==> config.mk <==
export PLATFORM = sky130hd
export DESIGN_NAME = clreq_sched_flat
export DESIGN_NICKNAME = d
export VERILOG_FILES = /design/src/rtl/clreq_sched_if.sv /design/src/rtl/clreq_sched.sv /design/src/flat_wrapper.sv
export SDC_FILE = /design/constraint.sdc
export NUM_CORES = 1
export LEC_CHECK = 0
export ABC_AREA = 1
export BUFFER_PORTS_ARGS = -buffer_cell sky130_fd_sc_hd__clkbuf_2
export CORE_ASPECT_RATIO = 1.2
export CORE_UTILIZATION = 35
export DETAILED_ROUTE_END_ITERATION = 8
export PLACE_DENSITY_LB_ADDON = 0.15
export SLEW_MARGIN = 20
export SYNTH_ARGS = -nofsm -noshare
export SYNTH_HDL_FRONTEND = slang
export SYNTH_SLANG_ARGS = --single-unit
export TNS_END_PERCENT = 20
==> constraint.sdc <==
create_clock -name clk -period 3.2 [get_ports clk]
set_input_delay 0.64 -clock clk [delete_from_list [all_inputs] [get_ports clk]]
set_output_delay 0.64 -clock clk [all_outputs]
set_load 0.02 [all_outputs]
==> src/rtl/clreq_sched_if.sv <==
// L2 cacheline request/response bus between the stream scheduler
// and the L2 port.
interface clreq_sched_if #(
   parameter int sid_width  = 3,
   parameter int clid_width = 4
);
   logic                  o_l2req_v;
   logic                  o_l2req_r;
   logic [sid_width-1:0]  o_l2req_sid;
   logic [clid_width-1:0] o_l2req_clid;
   logic                  i_l2rsp_v;
   logic                  i_l2rsp_r;
   logic [sid_width-1:0]  i_l2rsp_sid;

   modport master (
      output o_l2req_v,
      output o_l2req_sid,
      output o_l2req_clid,
      input  o_l2req_r,
      input  i_l2rsp_v,
      input  i_l2rsp_sid,
      output i_l2rsp_r
   );

   modport slave (
      input  o_l2req_v,
      input  o_l2req_sid,
      input  o_l2req_clid,
      output o_l2req_r,
      output i_l2rsp_v,
      output i_l2rsp_sid,
      input  i_l2rsp_r
   );
endinterface

==> src/rtl/clreq_sched.sv <==
// Round-robin L2 cacheline-request scheduler with credit limiting
// and per-stream response routing.
module clreq_sched #(
   parameter int nstreams   = 8,
   parameter int ncl        = 16,
   parameter int clid_width = $clog2(ncl),
   parameter int sid_width  = $clog2(nstreams),
   parameter int max_out    = 4,
   parameter int out_width  = $clog2(max_out + 1)
) (
   input  logic                 clk,
   input  logic                 reset,
   clreq_sched_if.master        l2,
   input  logic [nstreams-1:0]  i_clreq_v,
   output logic [nstreams-1:0]  i_clreq_r,
   input  logic [nstreams-1:0]  i_srst,
   output logic [nstreams-1:0]  o_clrsp_v,
   input  logic [nstreams-1:0]  o_clrsp_r,
   output logic [out_width-1:0] o_out_cnt,
   output logic                 o_err
);

   localparam logic [out_width-1:0] MaxOut = out_width'(max_out);
   localparam logic [sid_width-1:0] LastSid = sid_width'(nstreams - 1);

   logic [sid_width-1:0]  ptr;
   logic [sid_width-1:0]  win;
   logic [clid_width-1:0] wclid [nstreams];
   logic                  found;
   logic                  grant;
   logic                  free;
   logic                  rsp_ok;
   logic                  rsp_acc;
   logic                  dec;
   logic                  err_set;
   logic [out_width-1:0]  cnt_dec;

   assign rsp_ok  = int'(l2.i_l2rsp_sid) < nstreams;
   assign rsp_acc = l2.i_l2rsp_v & l2.i_l2rsp_r;
   assign dec     = rsp_acc & rsp_ok & (o_out_cnt != '0);
   assign cnt_dec = o_out_cnt - out_width'(dec);
   assign free    = ~l2.o_l2req_v | l2.o_l2req_r;
   assign grant   = found & free & (cnt_dec < MaxOut);

   // out-of-range sids are swallowed so a bad response cannot stall L2
   assign err_set = (l2.i_l2rsp_v & ~rsp_ok) |
                    (rsp_acc & rsp_ok & (o_out_cnt == '0));

   always_comb begin
      o_clrsp_v    = '0;
      l2.i_l2rsp_r = 1'b1;
      if (rsp_ok) begin
         l2.i_l2rsp_r                  = o_clrsp_r[l2.i_l2rsp_sid];
         o_clrsp_v[l2.i_l2rsp_sid]     = l2.i_l2rsp_v;
      end
   end

   always_comb begin : arb
      int                   j;
      logic [sid_width-1:0] idx;
      j     = 0;
      idx   = '0;
      found = 1'b0;
      win   = '0;
      for (int i = 0; i < nstreams; i++) begin
         j = int'(ptr) + i;
         if (j >= nstreams) j = j - nstreams;
         idx = sid_width'(j);
         if (!found && i_clreq_v[idx] && !i_srst[idx]) begin
            found = 1'b1;
            win   = idx;
         end
      end
   end

   always_comb begin
      i_clreq_r = '0;
      if (grant) i_clreq_r[win] = 1'b1;
   end

   always_ff @(posedge clk or negedge reset) begin
      if (!reset) begin
         ptr             <= '0;
         o_out_cnt       <= '0;
         o_err           <= 1'b0;
         l2.o_l2req_v    <= 1'b0;
         l2.o_l2req_sid  <= '0;
         l2.o_l2req_clid <= '0;
      end else begin
         o_out_cnt <= cnt_dec + out_width'(grant);
         o_err     <= o_err | err_set;
         if (grant) begin
            l2.o_l2req_v    <= 1'b1;
            l2.o_l2req_sid  <= win;
            l2.o_l2req_clid <= wclid[win];
            ptr             <= (win == LastSid) ? '0 : win + 1'b1;
         end else if (l2.o_l2req_r) begin
            l2.o_l2req_v <= 1'b0;
         end
      end
   end

   // stream reset beats a same-cycle grant increment
   always_ff @(posedge clk or negedge reset) begin
      if (!reset) begin
         for (int s = 0; s < nstreams; s++) wclid[s] <= '0;
      end else begin
         for (int s = 0; s < nstreams; s++) begin
            if (i_srst[s])
               wclid[s] <= '0;
            else if (grant && (win == sid_width'(s)))
               wclid[s] <= wclid[s] + 1'b1;
         end
      end
   end

endmodule

==> src/flat_wrapper.sv <==
// flat-port wrapper written by rule: the top's interface ports become plain ports
module clreq_sched_flat 
#(
   parameter int nstreams   = 8,
   parameter int ncl        = 16,
   parameter int clid_width = $clog2(ncl),
   parameter int sid_width  = $clog2(nstreams),
   parameter int max_out    = 4,
   parameter int out_width  = $clog2(max_out + 1)
)
  (clk, reset, i_clreq_v, i_clreq_r, i_srst, o_clrsp_v, o_clrsp_r, o_out_cnt, o_err, l2_o_l2req_v, l2_o_l2req_sid, l2_o_l2req_clid, l2_o_l2req_r, l2_i_l2rsp_v, l2_i_l2rsp_sid, l2_i_l2rsp_r);
  clreq_sched_if #(.sid_width(sid_width), .clid_width(clid_width)) l2_i ();
  input  logic clk;
  input  logic reset;
  input  logic [nstreams-1:0] i_clreq_v;
  output logic [nstreams-1:0] i_clreq_r;
  input  logic [nstreams-1:0] i_srst;
  output logic [nstreams-1:0] o_clrsp_v;
  input  logic [nstreams-1:0] o_clrsp_r;
  output logic [out_width-1:0] o_out_cnt;
  output logic o_err;
  output wire logic [$bits(l2_i.o_l2req_v)-1:0] l2_o_l2req_v;
  output wire logic [$bits(l2_i.o_l2req_sid)-1:0] l2_o_l2req_sid;
  output wire logic [$bits(l2_i.o_l2req_clid)-1:0] l2_o_l2req_clid;
  input wire logic [$bits(l2_i.o_l2req_r)-1:0] l2_o_l2req_r;
  input wire logic [$bits(l2_i.i_l2rsp_v)-1:0] l2_i_l2rsp_v;
  input wire logic [$bits(l2_i.i_l2rsp_sid)-1:0] l2_i_l2rsp_sid;
  output wire logic [$bits(l2_i.i_l2rsp_r)-1:0] l2_i_l2rsp_r;
  assign l2_o_l2req_v = l2_i.o_l2req_v;
  assign l2_o_l2req_sid = l2_i.o_l2req_sid;
  assign l2_o_l2req_clid = l2_i.o_l2req_clid;
  assign l2_i.o_l2req_r = l2_o_l2req_r;
  assign l2_i.i_l2rsp_v = l2_i_l2rsp_v;
  assign l2_i.i_l2rsp_sid = l2_i_l2rsp_sid;
  assign l2_i_l2rsp_r = l2_i.i_l2rsp_r;
  clreq_sched #(.nstreams(nstreams), .ncl(ncl), .clid_width(clid_width), .sid_width(sid_width), .max_out(max_out), .out_width(out_width)) u_core (.clk(clk), .reset(reset), .l2(l2_i), .i_clreq_v(i_clreq_v), .i_clreq_r(i_clreq_r), .i_srst(i_srst), .o_clrsp_v(o_clrsp_v), .o_clrsp_r(o_clrsp_r), .o_out_cnt(o_out_cnt), .o_err(o_err));
endmodule
==> results of run 1 <==
-- final cells by class --
cell class	count	area share [%]
Sequential cell	47	20.6
Tap cell	132	2.90
Inverter	64	4.52
Clock buffer	7	2.33
Clock inverter	1	0.0878
Multi-Input combinational cell	455	47.2
Timing Repair Buffer	174	22.3
-- state kept, by name, summed over array words and instances (netlist names) --
register and count:
u_core.wclid 32, u_core.l2.o_l2req_clid 4, u_core.l2.o_l2req_sid 3, u_core.o_out_cnt 3, u_core.ptr 3, u_core.l2.o_l2req_v 1
u_core.o_err 1
-- cell families (layout without fill, tap and decap cells) --
family                     count (synthesis)  in the layout  share of synthesized area [%]
AOI/OAI and AO/OA                         55             55                           8.53
xor gates and xnor gates                  12             12                           3.25
adders and majority gates                 16             16                           5.09
buffers and inverters                     77            246                           8.78
DFF                                       47             47                           29.9
and+or+nand+nor                          372            372                           44.4
-- per-layer routing --
metal,vias up,global-route usage [%]
li1,2207,-
met2,92,39.1
met4,0,7.93
met5,-,0
met1,2035,27.8
met3,18,2.02
-- synth_stat cells, drive strengths merged, types with 6 or more instances --
library cell    n
nor2           77
xor2            9
ha             16
nor3            8
buf            12
nand4           6
dfrtp          47
nand3          90
a21oi          15
inv            63
nand2         189
o21ai          28
-- through the flow --
step / hold slack, ns / setup TNS, ns / utilization (%) / std cells
6_report: 0.325 / -3.34 / 51.9 / 880
5_1_grt: 0.370 / -6.59 / 51.9 / 880
4_1_cts: 0.344 / -3.03 / 51.0 / 877
3_5_place_dp: 0.459 / -2.54 / 46.7 / 856
3_3_place_gp: 0.454 / -1.92 / 46.7 / 856
2_1_floorplan: 0.344 / -1.08 / - / 579
-- timing repair --
action	4_1_cts	5_1_grt
pin swaps	35	26
resized for setup	52	23
buffers inserted	13	3
endpoints found under the setup margin	18	29
-- worst min path at each step --
stage | slack [ns] | depth (start not counted) | end | from
floorplan | 0.34 | 0 | u_core.l2.o_l2req_clid[0]$_DFFE_PN0P_ | reset
detailed placement | 0.46 | 1 | u_core.o_err$_DFF_PN0_ | u_core.o_err$_DFF_PN0_
finish | 0.32 | 1 | u_core.wclid[22]$_DFFE_PN0P_ | reset
global route | 0.37 | 1 | u_core.wclid[22]$_DFFE_PN0P_ | reset
CTS | 0.34 | 1 | u_core.wclid[22]$_DFFE_PN0P_ | reset
global placement | 0.45 | 1 | u_core.o_err$_DFF_PN0_ | u_core.o_err$_DFF_PN0_
==> out/qor.log, run 1 <==
qor: outcome.status finished, violations left
qor: outcome.failing_checks setup timing
qor: routing.highest_layer met4
qor: yosys.yosys_warning_total 0
qor: clocking.tritoncts.num_buffers 5
qor: sta.worst_clock_skew 0.00638 ns
qor: routing.m1WireLength 5440 µm
qor: sta.finalCritPeriodShare 113%
qor: layout.layout.nets 794
qor: worst_setup_path.worst-r2r-setup-slack -0.04 ns
qor: yosys.yosysSeqAreaShare 29.9%
qor: hold_path.hp-class input port to async pin
qor: layout.final_layout_size_suffix_gt1_share 36.8%
qor: place.port_buffer_count 59
qor: yosys.post_synth.cell_area_avg 6.79 µm²
qor: flow_run.maxCapViolations 0
qor: yosys.synth_top_cell_area_share 29.9%
qor: floorplan.core_area 11,000 µm²
qor: yosys.synth_top_area_cell sky130_fd_sc_hd__dfrtp_1
qor: layout.fillCellCount 1,077
qor: worst_setup_path.crit_path_cell_trace inv_2 > ha_4 > buf_6 > nand3_4 > nand3_2 > nand2_2 > nor2_4 > o211ai_4 > nor2_8 > nand4_4 > nand3_4 > nand3_4 > inv_8 > nand2_8 > nor2_4 > clkbuf_8
qor: clocking.cts-root-buf sky130_fd_sc_hd__clkbuf_16
qor: routing.vias 4,352
qor: sta.setup_repair_after_global_routing_missed_its_margin yes
qor: worst_setup_path.r2r_cells 20
qor: layout.design_area 5700 µm²
qor: worst_setup_path.cp_slowest_stage_delay 0.39 ns
qor: worst_setup_path.critical_path.top_delay_family simple AND/OR/NAND/NOR gates
qor: routing.initialDrtViolationCount 208
qor: routing.met2_wirelength 6280 µm
qor: sta.timing.max_slew.rel_slack 62.6%
qor: global_route.grt_use_total 22.1%
qor: layout.mostFrequentLayoutCell sky130_fd_sc_hd__nand2_1
qor: yosys.postSynthRegisterBits 47
qor: global_route.grt_pass1_vias 4,250
qor: sta.hold_viol 0
qor: worst_setup_path.regToRegStartpoint u_core.ptr[0]$_DFFE_PN0P_
qor: layout.area_taken_by_multi_input_logic_gates 2690 µm²
qor: routing.wl 12,400 µm
qor: clocking.clk_latency 0.29 ns
qor: place.dp_hpwl 9750 µm
qor: routing.route.detailed.drc 0
qor: clocking.cts_max_path_buffers 2
qor: yosys.synthesis.nets 626
qor: worst_setup_path.required 2.56 ns
qor: layout.ff_latch_area 1180 µm²
qor: sta.fmaxAchievable 277 MHz
qor: floorplan.initial_utilization 35.8%
qor: routing.wl_per_cell 14.1 µm
qor: layout.area_delta_synth_final 44.9%
qor: sta.worst_pin_slew 0.562 ns
qor: sta.number_of_max_slew_violations_in_the_final_report 0
qor: yosys.synth_cells 579
qor: yosys.synth-edff-count 0
qor: routing.viasPerCell 4.95
qor: yosys.synth_top_cells_by_area sky130_fd_sc_hd__dfrtp_1, sky130_fd_sc_hd__nand2_1, sky130_fd_sc_hd__nand3_1
qor: worst_setup_path.slowest_stage sky130_fd_sc_hd__dfrtp_1
qor: routing.detail_route.first_pass.iterations 5
qor: yosys.synth_area 3930 µm²
qor: routing.final_antenna_net_count 0
qor: clocking.clock_edge_transition_at_the_registers_on_the_reported_setup_and_hold_paths 0.07 ns
qor: global_route.antenna_found_initial 0
qor: place.preCtsSetupSlack -0.266 ns
qor: sta.final-setup-viol-count 14
qor: worst_setup_path.critical_path_buf_inv_count 4
qor: worst_setup_path.crit_cells 16
qor: yosys.synth_ff_type sky130_fd_sc_hd__dfrtp_1
qor: sta.post_route_minimum_period 3.61 ns
qor: floorplan.die_area 11,700 µm²
qor: worst_setup_path.critical_path.max_fanout 7
qor: yosys.synthDistinctLibCells 42
qor: clocking.cts_tree yes
qor: global_route.global_route.overflow_total 0
qor: floorplan.chip_width 98.7 µm
qor: routing.route.met3.wl 366 µm
qor: sta.postLayoutSetupSlackWorst -0.412 ns
qor: worst_setup_path.cp-startpoint u_core.ptr[0]$_DFFE_PN0P_
qor: floorplan.num_rows 42
qor: worst_setup_path.reg2reg_to u_core.wclid[1]$_DFFE_PN0P_
qor: layout.final_cell_mix sky130_fd_sc_hd__nand2_1, sky130_fd_sc_hd__buf_4, sky130_fd_sc_hd__nand3_1
qor: clocking.cts-hold-fix-buffers 0
qor: worst_setup_path.timing.critical_path.arrival 2.97 ns
qor: global_route.largest_net_degree_at_the_start_of_global_routing 28
qor: yosys.synth-async-reset-ratio 100%
qor: clocking.htree_levels 2
qor: worst_setup_path.crit_path_class flop to output pin
qor: worst_setup_path.cp-end-kind output pin
qor: worst_setup_path.critPathMostFrequentCell sky130_fd_sc_hd__nand3_4
qor: floorplan.die-height 118 µm
qor: place.routabilityCongestion 0.928
qor: floorplan.io_pins 60
qor: place.placedInstanceArea 5130 µm²
qor: layout.insertedDiodeCount 0
qor: worst_setup_path.critPathCapture i_clreq_r[0]
qor: worst_setup_path.critPathLaunchType flop
qor: clocking.cts.sink_count 47
qor: global_route.grt_first_pass_wirelength 20,500 µm
Power of run 1 is left out: the tool's default activity adds up to more than one toggle a clock period on the data nets, which glitch-free logic cannot reach.
==> run 2, diff against run 1 <==
ABC_AREA = 0   (was 1)
ABC_CLOCK_PERIOD_IN_PS = 3200   (was unset)
CTS_BUF_LIST = sky130_fd_sc_hd__clkbuf_4 sky130_fd_sc_hd__clkbuf_8 sky130_fd_sc_hd__clkbuf_16   (was unset)
==> out/qor.log, run 2 <==
qor: clocking.clk_latency 0.29 ns [about the same]
qor: sta.worst_clock_skew 0.00610 ns [-0.000286 ns]
qor: layout.final_cell_mix sky130_fd_sc_hd__buf_4, sky130_fd_sc_hd__clkbuf_2, sky130_fd_sc_hd__dfrtp_1
qor: layout.design_area 5370 µm² [-5.8%]
qor: clocking.cts-hold-fix-buffers 0 [unchanged]
qor: routing.vias 3,373 [-22%]
qor: floorplan.chip_width 95.4 µm [-3.3%]
qor: sta.totalNegativeSetupSlack -11.23 ns [-7.89 ns]
qor: layout.area_delta_synth_final 46.3%
qor: outcome.status finished, violations left
qor: yosys.yosys_warning_total 0 [unchanged]
qor: power.ir_worst_vdd 0.831 mV
qor: yosys.synth_common_cells sky130_fd_sc_hd__dfrtp_1, sky130_fd_sc_hd__nor2_1, sky130_fd_sc_hd__mux2i_1
qor: yosys.synthesis.nets 402 [-36%]
qor: sta.fmaxAchievable 257 MHz [-7.2%]
qor: worst_setup_path.required 2.56 ns [about the same]
qor: global_route.grt_first_pass_wirelength 16,900 µm [-17%]
qor: sta.setup_repair_after_global_routing_missed_its_margin yes
qor: clocking.tritoncts.num_buffers 5 [unchanged]
qor: sta.number_of_max_slew_violations_in_the_final_report 0 [unchanged]
qor: yosys.yosysSeqAreaShare 32.1% [+2.2 points]
qor: layout.final_layout_size_suffix_gt1_share 51.4% [+15 points]
qor: layout.layout.nets 556 [-30%]
qor: routing.route.detailed.drc 0 [unchanged]
qor: yosys.synthDistinctLibCells 66 [+57%]
qor: floorplan.num_rows 40 [-4.8%]
qor: sta.timing.max_slew.rel_slack 60.8% [-1.7 points]
qor: yosys.synth_ff_type sky130_fd_sc_hd__dfrtp_1
qor: sta.finalCritPeriodShare 122% [+8.8 points]
qor: routing.wl 10,600 µm [-14%]
qor: yosys.synth_top_area_cell sky130_fd_sc_hd__dfrtp_1
qor: clocking.cts_max_path_buffers 2 [unchanged]
qor: floorplan.core_area 10,100 µm² [-8.0%]
qor: outcome.failing_checks setup timing
qor: hold_path.hp-class input port to async pin
qor: clocking.htree_levels 2 [unchanged]
qor: sta.postLayoutSetupSlackWorst -0.694 ns [-0.282 ns]
qor: global_route.largest_net_degree_at_the_start_of_global_routing 28 [unchanged]
qor: layout.registers_with_the_highest_flip_flop_counts u_core.wclid: 32 flops, u_core.l2.o_l2req_clid: 4 flops
qor: sta.worst_pin_slew 0.588 ns [+0.0260 ns]
qor: worst_setup_path.timing.critical_path.arrival 3.25 ns [+0.28 ns]
qor: clocking.cts.sink_count 47 [unchanged]
qor: worst_setup_path.critPathLaunchType flop
qor: yosys.synth_area 3670 µm² [-6.7%]
qor: place.dp_hpwl 8490 µm [-13%]
qor: worst_setup_path.critical_path.max_fanout 8 [+1]
qor: clocking.clock_edge_transition_at_the_registers_on_the_reported_setup_and_hold_paths 0.06 ns [about the same]
qor: routing.initialDrtViolationCount 132 [-37%]
qor: routing.detail_route.first_pass.iterations 4 [-1]
qor: sta.post_route_minimum_period 3.89 ns [+0.282 ns]
qor: place.port_buffer_count 59 [unchanged]
qor: worst_setup_path.cp_slowest_stage_delay 0.59 ns [+0.20 ns]
qor: global_route.global_route.overflow_total 0 [unchanged]
qor: yosys.postSynthRegisterBits 47 [unchanged]
qor: yosys.post-synth-top-count-cell sky130_fd_sc_hd__dfrtp_1
qor: place.placedInstanceArea 4790 µm² [-6.5%]
qor: worst_setup_path.slowest_stage sky130_fd_sc_hd__mux4_2
qor: clocking.cts-root-buf sky130_fd_sc_hd__clkbuf_16
qor: yosys.synth_top_cell_area_share 32.1% [+2.2 points]
qor: floorplan.die_area 10,900 µm² [-6.6%]
qor: worst_setup_path.cp-end-kind output pin
qor: floorplan.initial_utilization 36.3% [+0.48 points]
qor: power.power.static_leakage 0.00247 µW
qor: routing.wl_per_cell 16.7 µm [+19%]
qor: layout.largest_register_ffs 32 [unchanged]
qor: global_route.grt_pass1_vias 3,337 [-21%]
qor: routing.final_antenna_net_count 0 [unchanged]
qor: yosys.synth_top_cells_by_area sky130_fd_sc_hd__dfrtp_1, sky130_fd_sc_hd__mux4_2, sky130_fd_sc_hd__mux2i_1
qor: place.routabilityCongestion 0.905 [-2.5%]
qor: worst_setup_path.crit_path_cell_trace inv_4 > ha_4 > inv_6 > mux4_2 > or3_1 > o311a_4 > nor4_4 > buf_4
qor: yosys.synth_cells 355 [-39%]
qor: clocking.cts_tree yes
qor: yosys.synth-edff-count 0 [unchanged]
qor: layout.insertedDiodeCount 0 [unchanged]
qor: floorplan.io_pins 60 [unchanged]
qor: layout.mostFrequentLayoutCell sky130_fd_sc_hd__buf_4
qor: yosys.post_synth.cell_area_avg 10.3 µm² [+52%]
qor: global_route.antenna_found_initial 0 [unchanged]
qor: layout.top_register u_core.wclid
qor: flow_run.maxCapViolations 0 [unchanged]
qor: power.power_per_cell_area 1360 nW/µm²
qor: worst_setup_path.crit_path_class flop to output pin
qor: routing.viasPerCell 5.30 [+7.2%]
qor: sta.final-setup-viol-count 42 [+28]
qor: yosys.synth-async-reset-ratio 100% [unchanged]
qor: global_route.grt_use_total 20.7% [-1.4 points]
qor: sta.hold_viol 0 [unchanged]
qor: floorplan.die-height 114 µm [-3.4%]
-- run 2: cell types whose count changed after synthesis, moves of 10 or more --
cell,delta
sky130_fd_sc_hd__mux2_2,+10
sky130_fd_sc_hd__nand2_1,-163
sky130_fd_sc_hd__mux2i_1,+28
sky130_fd_sc_hd__inv_1,-41
sky130_fd_sc_hd__nand3_1,-68
sky130_fd_sc_hd__nand2b_1,+15
sky130_fd_sc_hd__mux4_2,+13
sky130_fd_sc_hd__nor2_1,-23
-- run 2: power by group --
group / switching (µW) / total, µW / leakage (µW) / internal (µW)
clock: 215 / 521 / 0.0000747 / 306
sequential: 163 / 893 / 0.000628 / 730
combinational: 2910 / 5880 / 0.00176 / 2970
total: 3290 / 7300 / 0.00247 / 4010
-- run 2: final timing paths --
check / startpoint / to / slack, ns / cells past startpoint
worst max-delay path: u_core.ptr[0]$_DFFE_PN0P_ / i_clreq_r[6] / -0.69 / 8
worst min-delay path: reset / u_core.wclid[4]$_DFFE_PN0P_ / 0.34 / 1
worst max register to register: u_core.ptr[0]$_DFFE_PN0P_ / u_core.l2.o_l2req_clid[1]$_DFFE_PN0P_ / -0.43 / 12
worst min register to register: u_core.o_err$_DFF_PN0_ / u_core.o_err$_DFF_PN0_ / 0.47 / 1
max in group asynchronous: reset / u_core.wclid[22]$_DFFE_PN0P_ / 2.08 / 2
min in group clk: u_core.o_err$_DFF_PN0_ / u_core.o_err$_DFF_PN0_ / 0.47 / 1
-- run 2: logic make-up (layout without fill, tap and decap cells) --
kind of cell	Yosys count	in the layout	share of synthesized area, %
flip-flops	47	47	32.1
adder cells (fa/ha/maj)	16	16	5.46
multiplexers	53	53	19.7
AND/OR/NAND/NOR	128	128	20.5
XOR/XNOR	17	17	4.06
AO/OA/AOI/OAI	66	66	14.4
buffers and inverters	28	183	3.85
-- run 2: area by class of cell --
class	count	area (µm²)
well taps	126	158
fillers	967	4740
inverters	16	77.6
repair buffers	159	1150
clock buffers	7	140
clock inverters	1	5.00
flip-flops and latches	47	1180
multi-input cells	280	2650
-- run 2: per-layer routing --
layer	global-route usage [%]	part of all wire, %
met5	0	0
met4	9.35	3.5
met3	2.39	2.4
met2	35.2	51
met1	26.1	43
-- run 2: metrics by stage --
step	total power, µW	util [%]	hold WS (ns)	setup slack [ns]	instances
2_1_floorplan	3890	-	0.344	-0.561	355
3_3_place_gp	5670	47.4	0.453	-0.678	612
3_5_place_dp	5690	47.4	0.464	-0.700	612
4_1_cts	7050	51.8	0.349	-0.737	636
5_1_grt	7760	53.1	0.371	-0.798	636
6_report	7300	53.1	0.341	-0.694	636
-- run 2: worst max-delay path, delay by kind of cell (launching register included) --
kind / cells / cell delay, ns
buffers and inverters: 3 / 0.36
AND/OR/NAND/NOR: 2 / 0.78
flip-flops: 1 / 0.50
AO/OA/AOI/OAI: 1 / 0.47
adder cells (fa/ha/maj): 1 / 0.27
multiplexers: 1 / 0.59
-- run 2: what timing repair did --
| item | 4_1_cts | 5_1_grt |
|---|---|---|
| buffers inserted | 17 | 1 |
| setup endpoints to repair | 49 | 49 |
| pin swaps | 24 | 14 |
| hold endpoints to repair | 0 | 0 |
| gates resized for setup | 43 | 31 |
No activity file was read; power rests on OpenSTA's default activity.
